**config.mk**
```make
export PLATFORM = sky130hd
export DESIGN_NAME = ped_station_ctrl
export DESIGN_NICKNAME = d
export VERILOG_FILES = /design/src/rtl/ped_station_pkg.sv /design/src/rtl/ped_station_ctrl_btn_debounce.sv /design/src/rtl/ped_station_ctrl.sv
export SDC_FILE = /design/constraint.sdc
export NUM_CORES = 1
export LEC_CHECK = 0
export CORE_MARGIN = 1
export CORE_UTILIZATION = 55
export DETAILED_ROUTE_END_ITERATION = 10
export DONT_BUFFER_PORTS = 1
export PLACE_DENSITY = 0.7
export SETUP_SLACK_MARGIN = 0.3
export SLEW_MARGIN = 20
export SYNTH_ARGS = -nofsm -noshare
export SYNTH_HDL_FRONTEND = slang
export SYNTH_SLANG_ARGS = --single-unit
export TNS_END_PERCENT = 100
```
**constraint.sdc**
```tcl
create_clock -name clk -period 5.67 [get_ports clk]
set_clock_uncertainty 0.1 [all_clocks]
set_input_delay 0.8505 -clock clk [delete_from_list [all_inputs] [get_ports clk]]
set_output_delay 0.8505 -clock clk [all_outputs]
set_load 0.03 [all_outputs]
```
**src/rtl/ped_station_pkg.sv**
```systemverilog
// ped_station_pkg: shared state encoding and counter-width helper for the pedestrian station.
package ped_station_pkg;

    typedef enum logic [1:0] {
        PS_IDLE  = 2'd0,
        PS_WALK  = 2'd1,
        PS_CLEAR = 2'd2
    } ped_state_t;

    function automatic int cnt_width(input int a, input int b, input int c);
        int m;
        m = (a > b) ? a : b;
        m = (m > c) ? m : c;
        return $clog2(m + 1);
    endfunction

endpackage

```
**src/rtl/ped_station_ctrl_btn_debounce.sv**
```systemverilog
// btn_debounce: 2-flop synchronizer, stable-level debounce counter and one-cycle rising-edge flag.
module btn_debounce #(
    parameter int DEBOUNCE_CYCLES = 16
) (
    input  logic clk,
    input  logic reset_n,
    input  logic btn_i,
    output logic rise_o
);
    localparam int DW = $clog2(DEBOUNCE_CYCLES);

    logic           sync1_q, sync2_q, level_q, level_d, level_prev_q;
    logic [DW-1:0]  cnt_q, cnt_d;

    // The counter only runs while the synced input disagrees with the accepted level.
    always_comb begin
        level_d = level_q;
        cnt_d   = '0;
        if (sync2_q != level_q) begin
            if (cnt_q == DW'(DEBOUNCE_CYCLES - 1))
                level_d = ~level_q;
            else
                cnt_d = cnt_q + DW'(1);
        end
    end

    always_ff @(posedge clk or negedge reset_n) begin
        if (!reset_n) begin
            sync1_q      <= 1'b0;
            sync2_q      <= 1'b0;
            level_q      <= 1'b0;
            level_prev_q <= 1'b0;
            cnt_q        <= '0;
        end else begin
            sync1_q      <= btn_i;
            sync2_q      <= sync1_q;
            level_q      <= level_d;
            level_prev_q <= level_q;
            cnt_q        <= cnt_d;
        end
    end

    assign rise_o = level_q & ~level_prev_q;

endmodule

```
**src/rtl/ped_station_ctrl.sv**
```systemverilog
// ped_station_ctrl: pedestrian station - button request pulse, WAIT lamp, WALK / flashing DON'T WALK sequencing.
// Define PED_CHIRP_EN to add the accessible chirp output.
module ped_station_ctrl
    import ped_station_pkg::*;
#(
    parameter int DEBOUNCE_CYCLES = 16,
    parameter int WALK_CYCLES     = 64,
    parameter int FLASH_CYCLES    = 32,
    parameter int FLASH_HALF      = 4,
    localparam int CNT_W = cnt_width(DEBOUNCE_CYCLES, WALK_CYCLES, FLASH_CYCLES)
) (
    input  logic             clk,
    input  logic             reset_n,
    input  logic             btn_raw,
    input  logic             ped_on,
    input  logic             ped_light,
    input  logic             new_cycle,
    output logic             ped_button,
    output logic             wait_lamp,
    output logic             walk,
    output logic             dont_walk,
    output logic [CNT_W-1:0] countdown
`ifdef PED_CHIRP_EN
    ,
    output logic             chirp
`endif
);
    localparam int              PH_W   = $clog2(2 * FLASH_HALF);
    localparam logic [PH_W-1:0] PH_MAX = PH_W'(2 * FLASH_HALF - 1);

    ped_state_t       state_q, state_d;
    logic [CNT_W-1:0] cnt_q, cnt_d;
    logic [PH_W-1:0]  ph_q, ph_d;
    logic             pl1_q, pl2_q, wait_q, ped_button_q, btn_rise, pl_rise;

    btn_debounce #(.DEBOUNCE_CYCLES(DEBOUNCE_CYCLES)) u_btn (
        .clk    (clk),
        .reset_n(reset_n),
        .btn_i  (btn_raw),
        .rise_o (btn_rise)
    );

    assign pl_rise = pl1_q & ~pl2_q;

    // ph_q is a free-running phase restarted on WALK and CLEAR entry; it drives both flash and chirp.
    always_comb begin
        state_d = state_q;
        cnt_d   = cnt_q;
        ph_d    = (ph_q == PH_MAX) ? '0 : ph_q + PH_W'(1);
        if (state_q == PS_IDLE) begin
            cnt_d = '0;
            ph_d  = '0;
            if (pl_rise) begin
                state_d = PS_WALK;
                cnt_d   = CNT_W'(WALK_CYCLES - 1);
            end
        end else if (state_q == PS_WALK) begin
            if (new_cycle || cnt_q == '0) begin
                state_d = PS_CLEAR;
                cnt_d   = CNT_W'(FLASH_CYCLES - 1);
                ph_d    = '0;
            end else
                cnt_d = cnt_q - CNT_W'(1);
        end else if (state_q == PS_CLEAR) begin
            if (cnt_q == '0)
                state_d = PS_IDLE;
            else
                cnt_d = cnt_q - CNT_W'(1);
        end else
            state_d = PS_IDLE;
    end

    always_ff @(posedge clk or negedge reset_n) begin
        if (!reset_n) begin
            state_q      <= PS_IDLE;
            cnt_q        <= '0;
            ph_q         <= '0;
            pl1_q        <= 1'b1;
            pl2_q        <= 1'b1;
            wait_q       <= 1'b0;
            ped_button_q <= 1'b0;
        end else begin
            state_q      <= state_d;
            cnt_q        <= cnt_d;
            ph_q         <= ph_d;
            pl1_q        <= ped_light;
            pl2_q        <= pl1_q;
            wait_q       <= ped_on;
            ped_button_q <= btn_rise && state_q == PS_IDLE;
        end
    end

    assign ped_button = ped_button_q;
    assign wait_lamp  = wait_q && state_q == PS_IDLE;
    assign walk       = state_q == PS_WALK;
    assign dont_walk  = state_q == PS_IDLE || (state_q == PS_CLEAR && ph_q < PH_W'(FLASH_HALF));
    assign countdown  = (state_q == PS_CLEAR) ? cnt_q : '0;
`ifdef PED_CHIRP_EN
    assign chirp      = state_q == PS_WALK && ph_q == '0;
`endif

endmodule

```
==> metrics.md <==
| Metric | Value |
|---|---|
| Final hold vios | 0 |
| Hold Crit Class | in -> async |
| Root Buffer | clkbuf_4 |
| TNS Setup | 0 ns |
| Int Pwr | 0.000250 W |
| Sw Ratio | between 10% and 20% |
| TritonRoute pass-1 iters | 4 |
| Slew headroom | approximately two fifths |
| Top Ports | 17 |
| Fin crit period | 3.03 ns |
| Rows | 17 |
| Peak VDD IR | 0.180 mV |
| Synthesized area | 0.00128 mm² |
| YS warnings | 0 |
| Slew @ Worst Pin | 0.886 ns |
| GRT overflow | 0 |
| Initial antenna violation count | 0 |
| DRC viols | 0 |
| Primary FF master, synth | dfrtp_1 |
| PwrDens | between 200 and 250 mW/mm² |
| Worst r2r src | cnt_q[0] |
| Total of max-cap violations | 0 |
| Cells after Synth | approximately 130 |
| Vias in the first global route | 941 |
| Setup CP Type | reg -> out |
| CTS tree | done |
| Final Setup Violations | 0 |
| Final cycle utilization of the critical path | 53.5% |
| Fillers | 193 |
| Critical Path AT | 2.08 ns |
| Total number of vias | 965 |
| Worst EP required | ~4.7 ns |
| Final nets | 143 |
| Clk slew on worst S/H paths | 0.13 ns |
| Drt wl/cell | between 15 and 20 µm |
| H-tree levels | 1 |
| Post-synth ARST share | between 90% and 100% |
| R2R Path End | cnt_q[6] |
| Largest net degree at the start of global routing | 25 |
| Routed WL | about 2.5 mm |
| Placed insts | between 150 and 200 |
| Hold-fix buffers, CTS | 0 |
| Non-filler instance count after layout | 159 |
| Final Instance Area | ~0.0014 mm² |
| Reg2reg setup slack | 3.60 ns |
| Net switching power | 0.0000574 W |
| Die width | around 50 µm |
| Die Y-Extent | 50.3 µm |
| Clock Latency Late Sink | 0.32 ns |
| Synthesized Nets | about 140 |
| Fmax | 0.330 GHz |
| First-pass GRT wire length | ~4.3 mm |
| Top cell type by total area after synthesis | dfrtp_1 |
| Most used cells in the layout excluding fill and tap cells | dfrtp_1 (22), nor2_1 (12), nand2_1 (10) |
| Clk network pwr share | between 40 and 50% |
| CP max FO | 17 |
| Register area | 603 µm² |
| Input/output buffers | 0 |
| #FFs+latches synth | 24 |
| Clock sink count | 24 |
| R2R cell count | 6 |
| Clk buf depth | 2 |
| Synthesized area per cell | about 9.8 µm² |
| Setup bufs post-CTS | 0 |
| Pleak | 0.592 nW |
| Inserted Clock Buffers | 3 |
| Die footprint | approximately 0.0025 mm² |
| Starting Density | about three fifths |
| Yosys top cell area share | between 40% and 50% |
| Cell Area, Placed | 0.00130 mm² |
| Initial DRC count | 17 |
| Outcome | finished clean |
| HPWL after DPL | ~1.7 mm |
| Distinct cell type count after synthesis | 43 |
| Unrepaired setup endpoints after global routing | no |
| Area Overhead vs Synth | 5.56% |
| Crit end category | output pin |
| Multi-input logic area | 642 µm² |
| Post_cts resized | 0 |
| Flop pwr share | between 50% and 60% |
| RD Place Congestion | 0.922 |
| CP startpoint kind | flip-flop |
| Gate power share | around 2% |
| Routed Antenna Nets | 0 |
| GR Util All Layers | around 23% |
| Commonest non-fill, non-tap cell in the layout | dfrtp_1 |
| Antenna diodes | 0 |
| EDFF count, synth | 0 |
| Layout cells sized above 1 | under 10% |
| Slew Limit Fails | 0 |
| Seq/Total Area, Yosys | between 40% and 50% |
| Core box area | about 0.0022 mm² |
| Area contributors post-synth | dfrtp_1 (43%), ha_1 (4.9%), dfstp_2 (4.1%) |
| Vias per cell | 6.07 |
layer usage:
layer  vias up  GRT usage (%)  wire (µm)
met2        19           35.8       1190
met1       469           32.5       1190
li1        472              -          -
met3         5           4.55        101
met5         -              0          0
met4         0           8.33         42
cell families (layout without fill, tap and decap cells):
kind of cell	after synthesis	after routing	synth area share, %
adders and majority gates	5	5	4.87
muxes	2	2	1.66
buffers and inverters	10	10	3.02
and+or+nand+nor	55	55	24.3
DFF	24	24	47.0
AOI/OAI and AO/OA	31	31	16.5
xor gates and xnor gates	4	4	2.73
synthesized netlist by cell type, types with 2 or more instances:
cell type / instances
nor3_1: 6
ha_1: 5
o21ai_0: 7
and2_1: 5
o211ai_1: 2
inv_1: 6
nand3_1: 2
o21ai_2: 2
nor2_1: 12
nor3b_1: 2
nor4_1: 2
clkbuf_1: 3
a21oi_1: 8
nand2_1: 10
nor2b_1: 5
nand2b_1: 2
xnor2_1: 3
nand4b_1: 2
dfrtp_1: 22
dfstp_2: 2
registers in the layout, indices dropped and copies added, names as in the netlist:
register and count:
u_btn.cnt_q 4, u_btn.sync2_q 1, u_btn.level_q 1, wait_q 1, ph_q 3, pl2_q 1
u_btn.sync1_q 1, u_btn.level_prev_q 1, pl1_q 1, state_q 2, cnt_q 7, ped_button 1
worst max path at each step:
stage / from / endpoint / depth (start not counted) / slack, ns
finish: state_q[1] / countdown[1] / 2 / 2.64
global route: state_q[1] / countdown[1] / 2 / 2.51
CTS: state_q[1] / countdown[1] / 2 / 2.66
detailed placement: state_q[1] / countdown[1] / 2 / 3.05
global placement: state_q[1] / countdown[0] / 2 / 3.06
floorplan: state_q[1] / countdown[0] / 3 / 3.34
worst max-delay path, cell delays in order, from the launching register on:
cell     delay, ns
dfrtp_1       0.71
inv_1         0.27
nor3_1        0.77
final cells by class:
| type | instances | share of cell area, % |
|---|---|---|
| Clock buffer | 3 | 1.66 |
| Multi-Input combinational cell | 97 | 47.4 |
| Sequential cell | 24 | 44.5 |
| Clock inverter | 1 | 2.22 |
| Tap cell | 28 | 2.59 |
| Inverter | 6 | 1.66 |
power groups by stage:
stage / Sequential [W] / Combinational, W / Clock, W
2_1_floorplan: 0.000180 / 0.00000507 / 0
3_3_place_gp: 0.000181 / 0.00000580 / 0
3_5_place_dp: 0.000181 / 0.00000585 / 0
4_1_cts: 0.000178 / 0.00000598 / 0.000127
5_1_grt: 0.000178 / 0.00000741 / 0.000130
6_report: 0.000178 / 0.00000609 / 0.000123
stage by stage:
step	setup slack [ns]	utilization, %	total power, W	hold slack, ns
floorplan	3.34	-	0.000185	0.231
global placement	3.06	58.9	0.000186	0.239
detailed placement	3.05	58.9	0.000187	0.240
CTS	2.66	61.3	0.000311	0.0899
global route	2.51	61.3	0.000316	0.0828
finish	2.64	61.3	0.000307	0.0954
Power figures use the tool's default switching activity.
==> variant: new RTL, same settings <==
Add an input register stage for `btn_raw`, cleared by the reset; this delays it by one clock. The other inputs are not delayed to match.
--- a/src/rtl/ped_station_ctrl.sv
+++ b/src/rtl/ped_station_ctrl.sv
@@ -29,4 +29,14 @@
     localparam logic [PH_W-1:0] PH_MAX = PH_W'(2 * FLASH_HALF - 1);
 
+    logic btn_raw_q;
+
+    always_ff @(posedge clk or negedge reset_n) begin
+        if (!reset_n) begin
+            btn_raw_q <= '0;
+        end else begin
+            btn_raw_q <= btn_raw;
+        end
+    end
+
     ped_state_t       state_q, state_d;
     logic [CNT_W-1:0] cnt_q, cnt_d;
@@ -37,5 +47,5 @@
         .clk    (clk),
         .reset_n(reset_n),
-        .btn_i  (btn_raw),
+        .btn_i  (btn_raw_q),
         .rise_o (btn_rise)
     );
Behaviour: same outputs for any inputs over 10 cycles, from zero or initial values and one cycle with reset_n low; that may be too few to reach the edited logic, so the function may still have changed.
==> variant against the original RTL <==
  * Synthesized cell count grew 0.76%
  * Critical endpoint unchanged
  * Largest power group unchanged
  * Final area grew 0.28%
  * Worst setup slack gained 2.2 ps
  * Synthesized area grew 1.9%
  * Power shrank 11%
  * Sequential cell count grew 1
  * Register-to-register slack lost 50 ps
  * Routed wire length grew 0.83%
  * Count of clock-buffer cells in the layout is the same
  * Cell count grew 0.63%
==> variant: results (changes against the original RTL) <==
* Inst Count DP at 156 (+0.65%)
* Global-route wire length before repair at 4410 um (+1.9%)
* CP Max Fanout at 17 (unchanged)
* Synth top area cells: dfrtp_1, ha_1, dfstp_2
* Peak supply drop at 0.183 mV (+1.7%)
* Most frequent cells after synthesis: dfrtp_1, nor2_1, nand2_1
* Yosys warns at 0 (unchanged)
* Total Nets Final at 144 (+0.70%)
* Count leader, synth: dfrtp_1
* Via count at 1,003 (+3.9%)
* TritonRoute pass-1 iters at 4 (unchanged)
* Worst path slowest cell: nor3_1
* Top_reg_cell synth: dfrtp_1
* Post-synthesis sequential area ratio at 0.480 (+0.0101)
* Ys async rst share at 1.00 (unchanged)
* Diode count at 0 (unchanged)
* HP Class: input port to async pin
* Clock transition at path regs at 140 ps
* Critical R2R Launch: cnt_q[0]
* 1st-iter DRT viols at 39 (+22)
* Syn avg cell area at 9.91 sq um (+1.2%)
* Signal arrival time at the worst endpoint at 2080 ps (about the same)
* Post-place setup slack at 3000 ps (-47.3 ps)
* Vias in the first global route at 937 (-0.43%)
* Share of cells above drive strength 1 at 0.0985 (-0.000752)
* Reg2reg path depth at 6 (unchanged)
* Total track usage at 0.234 (+0.00199)
* # fillers at 186 (-3.6%)
* FF+latch area at 628 sq um (+4.1%)
* Vias/cell at 6.27 (+3.3%)
* Clock Tree Root: clkbuf_4
* Dpl cell area at 1330 sq um (+1.9%)
* Routed WL at 2540 um (+0.83%)
* Outcome: finished clean
* Largest net degree at the start of global routing at 26 (+4.0%)
* GPL Wtd Cong at 0.956 (+3.7%)
* Worst rel slew slack at 0.397 (-0.00763)
* Pleak at 0.000594 uW (+0.35%)
* DP HPWL at 1870 um (+7.3%)
-- variant: cell types whose count changed after synthesis --
cell     unedited run  this run
dfrtp_1            22        23
-- variant: path summary, 6_finish.rpt --
| check | endpoint | slack [ps] |
|---|---|---|
| worst max-delay path | countdown[1] | 2640 |
| worst min register to register | u_btn.sync2_q | 270 |
| worst max register to register | cnt_q[3] | 3550 |
| worst min-delay path | u_btn.cnt_q[0] | 90 |
| max in group asynchronous | pl1_q | 5210 |
| min in group clk | u_btn.sync2_q | 270 |
-- variant: routing by layer --
layer | up-vias | global-route usage | share of wire
met1 | 479 | 0.340 | 0.45
met4 | 0 | 0.120 | 0.016
met2 | 45 | 0.336 | 0.47
met3 | 6 | 0.0364 | 0.060
li1 | 473 | - | -
met5 | - | 0 | 0
-- variant: cell families (layout without fill, tap and decap cells) --
family / count (synthesis) / in the layout / share of synthesized area
fa+ha+maj: 5 / 5 / 0.0478
buf+inv: 10 / 10 / 0.0296
xor+xnor: 4 / 4 / 0.0268
mux: 2 / 2 / 0.0163
flops: 25 / 25 / 0.480
compound gates: 31 / 31 / 0.162
simple gates: 55 / 55 / 0.238
-- variant: critical path: cells and delay by family, from the launching register on --
kind          cells  cell delay, ps
simple gates      1             780
flops             1             700
buf+inv           1             270
-- variant: final cells by class --
| type | count | share of cell area |
|---|---|---|
| Clock buffer | 3 | 0.0166 |
| Clock inverter | 1 | 0.00645 |
| Inverter | 6 | 0.0166 |
| Multi-Input combinational cell | 97 | 0.472 |
| Sequential cell | 25 | 0.462 |
| Tap cell | 28 | 0.0258 |
-- variant: power breakdown --
part           total (uW)  internal, uW  switching [uW]
Clock                83.2          28.7            54.5
Combinational        6.17          2.85            3.32
Sequential            185           183            2.61
